`src/rtl/inv_rotate_controller.sv`:
```
// Walks all lanes of the state memory and undoes the encoder's per-lane left rotation.
// Each lane is read, rotated right one bit per cycle by its offset, then written back.
module inv_rotate_controller #(
  parameter int LANE_W    = 64,
  parameter int NUM_LANES = 25
) (
  input  logic              clk,
  input  logic              rst,
  input  logic              inv_rotate_en,
  input  logic [LANE_W-1:0] mem_rd_data,
  output logic [4:0]        mem_addr,
  output logic              mem_rd_en,
  output logic              mem_wr_en,
  output logic [LANE_W-1:0] mem_wr_data,
  output logic              busy,
  output logic              file_write,
  output logic              done
);

  localparam int BW = $clog2(LANE_W);

  typedef enum logic [2:0] {
    IDLE, READ, LOAD, ROT, WRITE, NEXT, FILE_WR, DONE
  } state_t;

  state_t            state_q, state_d;
  logic [4:0]        lane_q, lane_d;
  logic [BW-1:0]     bit_q, bit_d;
  logic [LANE_W-1:0] reg_q, reg_d;
  logic [5:0]        rom_val;
  logic [BW-1:0]     offset;

  // Rotation offsets indexed by lane = x + 5*y.
  always_comb begin
    rom_val = 6'd0;
    case (lane_q)
      5'd0:  rom_val = 6'd0;
      5'd1:  rom_val = 6'd1;
      5'd2:  rom_val = 6'd62;
      5'd3:  rom_val = 6'd28;
      5'd4:  rom_val = 6'd27;
      5'd5:  rom_val = 6'd36;
      5'd6:  rom_val = 6'd44;
      5'd7:  rom_val = 6'd6;
      5'd8:  rom_val = 6'd55;
      5'd9:  rom_val = 6'd20;
      5'd10: rom_val = 6'd3;
      5'd11: rom_val = 6'd10;
      5'd12: rom_val = 6'd43;
      5'd13: rom_val = 6'd25;
      5'd14: rom_val = 6'd39;
      5'd15: rom_val = 6'd41;
      5'd16: rom_val = 6'd45;
      5'd17: rom_val = 6'd15;
      5'd18: rom_val = 6'd21;
      5'd19: rom_val = 6'd8;
      5'd20: rom_val = 6'd18;
      5'd21: rom_val = 6'd2;
      5'd22: rom_val = 6'd61;
      5'd23: rom_val = 6'd56;
      5'd24: rom_val = 6'd14;
      default: rom_val = 6'd0;
    endcase
    offset = BW'(int'(rom_val) % LANE_W);
  end

  always_ff @(posedge clk or negedge rst) begin
    if (!rst) begin
      state_q <= IDLE;
      lane_q  <= '0;
      bit_q   <= '0;
      reg_q   <= '0;
    end else begin
      state_q <= state_d;
      lane_q  <= lane_d;
      bit_q   <= bit_d;
      reg_q   <= reg_d;
    end
  end

  always_comb begin
    state_d = state_q;
    lane_d  = lane_q;
    bit_d   = bit_q;
    reg_d   = reg_q;
    case (state_q)
      IDLE: begin
        lane_d = '0;
        bit_d  = '0;
        if (inv_rotate_en) state_d = READ;
      end
      READ: state_d = LOAD;
      LOAD: begin
        reg_d   = mem_rd_data;
        bit_d   = '0;
        state_d = ROT;
      end
      ROT: begin
        if (bit_q == offset) begin
          state_d = WRITE;
        end else begin
          reg_d = {reg_q[0], reg_q[LANE_W-1:1]};
          bit_d = bit_q + BW'(1);
        end
      end
      WRITE: state_d = NEXT;
      NEXT: begin
        if (lane_q == 5'(NUM_LANES - 1)) begin
          state_d = FILE_WR;
        end else begin
          lane_d  = lane_q + 5'd1;
          state_d = READ;
        end
      end
      FILE_WR: state_d = DONE;
      DONE:    state_d = IDLE;
      default: state_d = IDLE;
    endcase
  end

  always_comb begin
    mem_rd_en  = (state_q == READ);
    mem_wr_en  = (state_q == WRITE);
    file_write = (state_q == FILE_WR);
    done       = (state_q == DONE);
    busy       = (state_q != IDLE);
  end

  assign mem_addr    = lane_q;
  assign mem_wr_data = reg_q;

endmodule
```
`config.mk`:
```
export PLATFORM = sky130hd
export DESIGN_NAME = inv_rotate_controller
export DESIGN_NICKNAME = d
export VERILOG_FILES = /design/src/rtl/inv_rotate_controller.sv
export SDC_FILE = /design/constraint.sdc
export NUM_CORES = 1
export LEC_CHECK = 0
export BUFFER_PORTS_ARGS = -buffer_cell sky130_fd_sc_hd__buf_2
export CAP_MARGIN = 20
export CORE_MARGIN = 10
export CORE_UTILIZATION = 32
export DETAILED_ROUTE_END_ITERATION = 7
export PLACE_DENSITY_LB_ADDON = 0.25
export SYNTH_ARGS = -nofsm -noshare
export SYNTH_HDL_FRONTEND = slang
export SYNTH_SLANG_ARGS = --single-unit
```
`constraint.sdc`:
```
create_clock -name clk -period 4.05 [get_ports clk]
set_input_delay 0.6075 -clock clk [delete_from_list [all_inputs] [get_ports clk]]
set_output_delay 0.6075 -clock clk [all_outputs]
set_load 0.01 [all_outputs]
```
==> summary.txt <==
Floorplan
  – Initial Utilization: 32.9%
  – Die H: 134 µm
  – Core footprint: 12700 µm²
  – Die area: 18000 µm²
  – Number of placement rows: 41
  – Die width: ~130 µm
  – I/O pin cnt: approximately 140

Place
  – Placed cell areas: between 5000 and 6000 µm²
  – Placed Instances: 681
  – Port Buffer Count: between 100 and 150
  – Detailed placer's ending HPWL: 8.55 mm
  – Setup WS pre-CTS: 490 ps
  – RePlAce Congestion: 0.817

Worst hold path
  – Worst Hold Class: input port to async pin

Finish
  – Layout area overhead: 28.8%
  – Post-route cell area: between 5000 and 6000 µm²
  – Layout Utilization: 42.3%
  – Fin cells: 698
  – Ant diodes: 0
  – Nets: 596
  – Fraction of layout cells with a size suffix above 1: 33.3%

Power
  – Static Leak: 2.43 nW
  – Overall power: 1.85 mW
  – PwrDens: roughly 350 nW/µm²
  – Peak supply drop: 0.000293 V

Logic synthesis
  – Yosys warns: 0
  – Distinct cells, synth: 48
  – Area fraction of the dominant cell type after synthesis: 46.9%
  – Number of synthesized flops with an enable pin: 0
  – Syn nets: 476
  – Area leader, netlist: dfrtp_1
  – Sequential area share after synthesis: between 40% and 50%
  – Cell count after synthesis: approximately 400
  – Syn Std Cell Area: 4160 µm²
  – Number of synthesized register bits: between 70 and 80
  – Asr flop ratio synth: 100%
  – Ranking of synthesized cells by area: dfrtp_1, o2bb2ai_1, a22oi_1, ha_1, clkbuf_1
  – Mapped Avg Cell Area: 10.4 µm²
  – Most used DFF post-synth: dfrtp_1

Clock network
  – Clock Path Buffers: 2
  – Post-CTS Setup Bufs: 0
  – H-tree Lvls: 3
  – Clk slew on worst S/H paths: ~60 ps
  – # resized after CTS: 0
  – Quantity of hold-fixing buffers added after cts: 0
  – CTS Buf Count: 9
  – Clk Latency, worst-skew pair: 330 ps
  – CTS root buf: clkbuf_16
  – Clock Sinks: 78
  – TritonCTS clock tree: done

Timing
  – Relative slew slack: 48.6%
  – Final Max Tran Viols: 0
  – Setup Skew: 4.13 ps
  – Crit share post-route: 88.5%
  – Worst hold slack: roughly 170 ps
  – RSZ-0062 raised after global routing: no
  – Crit path time final: ~3600 ps
  – Fmax: 0.279 GHz
  – Final setup vio count: 0
  – Final worst setup slack: 467 ps
  – Final Hold Viols: 0
  – Actual slew at the worst max-slew pin: 765 ps
  – TNS Setup: 0 ps

Global routing
  – GR Overflow Total: 0
  – Antenna violations before repair: 0
  – Largest net degree at the start of global routing: between 70 and 80
  – GRT Total Usage: 13.6%
  – First-pass GRT wire length: about 20 mm
  – Vias in the first global route: ~4000

Critical path
  – CP delay by family, top: simple AND/OR/NAND/NOR gates
  – Required @ worst endpoint: 4300 ps
  – Critical Path Sink Type: flop
  – Cell Chain, Critical Path: inv_1 > ha_1 > or4b_2 > o221ai_1 > nor3_1 > or4b_1 > or4_1 > o21ai_4 > buf_12 > o2bb2ai_1
  – Type of origin of the critical path: flop
  – Worst Path Buf+Inv: 2
  – Kind of critical path: flop to flop
  – Slowest-stage cell, CP: or4_1
  – Crit path DAT: 3840 ps
  – Crit-path max FO: 64
  – Delay of the slowest critical-path stage: 640 ps

Flow run
  – Max-cap violations: 0

Drt
  – Routed wire length: 12.4 mm
  – Drt pass-1 iters: 5
  – Antenna-violating nets left: 0
  – Vias post-DR: between 3000 and 4000
  – WL/cell: 17.8 µm
  – Initial DRC Count: about 260
  – Vias per inst: around 5.4
  – Drt drc: 0

Run status
  – Status: finished, final reports clean
-- cells in the final DEF (no fill, tap or decap), types with 9 or more instances in the layout --
master	n
nand3_1	14
nor2_1	10
clkbuf_16	9
nand2_1	21
o2bb2ai_1	64
a22oi_1	64
buf_2	139
dfrtp_1	78
-- worst paths after layout --
path	start	endpoint	slack, ps	cells after the start
max in group asynchronous	rst	mem_addr[0]	3290	2
worst max-delay path	mem_addr[1]	mem_wr_data[10]	470	10
worst min register to register	mem_wr_data[37]	mem_wr_data[37]	510	1
worst max register to register	mem_addr[1]	mem_wr_data[10]	470	10
min in group clk	mem_wr_data[37]	mem_wr_data[37]	510	1
worst min-delay path	rst	mem_wr_data[33]	170	1
-- synth_stat cells, drive strengths merged, types with 3 or more instances --
master / count
or2: 4
nand2: 21
and3: 4
nor3: 5
ha: 8
inv: 6
o21ai: 9
nand3: 14
o2bb2ai: 64
a41oi: 4
a22oi: 64
a21oi: 4
mux2i: 4
nor2b: 6
buf: 15
nor2: 12
nand2b: 6
o41ai: 4
nand4: 4
o211ai: 3
dfrtp: 78
xor2: 4
nor3b: 3
clkbuf: 26
-- sequential cells by signal, indices dropped and copies added (netlist names) --
name         count
mem_wr_data     64
bit_q            6
mem_addr         5
state_q          3
-- area by class of cell --
type / count / area [µm²]
clock inverters: 5 / 83.8
clock buffers: 11 / 233
well taps: 172 / 215
repair buffers: 150 / 823
multi-input cells: 276 / 2030
fillers: 1287 / 7310
inverters: 6 / 22.5
flip-flops and latches: 78 / 1950
-- logic make-up (layout without fill, tap and decap cells) --
group / count (synthesis) / in the layout / share of synthesized area [%]
AOI/OAI and AO/OA: 166 / 166 / 31.8
xor gates and xnor gates: 6 / 6 / 1.26
adders and majority gates: 8 / 8 / 2.40
buffers and inverters: 47 / 172 / 4.63
DFF: 78 / 78 / 46.9
muxes: 5 / 5 / 1.23
and+or+nand+nor: 91 / 91 / 11.8
-- routing by layer --
metal | global-route usage (%) | up-vias | share of wire, %
met3 | 3.88 | 13 | 7.1
met4 | 4.96 | 0 | 1.6
met1 | 16.8 | 1842 | 43
li1 | - | 1815 | -
met2 | 22.1 | 110 | 48
met5 | 0 | - | 0
-- report_power, final --
| group | internal [mW] | total, mW | switching [mW] |
|---|---|---|---|
| sequential | 0.812 | 0.840 | 0.0275 |
| clock | 0.541 | 0.868 | 0.327 |
| combinational | 0.0718 | 0.145 | 0.0736 |
Note: power is estimated with default switching activity, not from simulation.
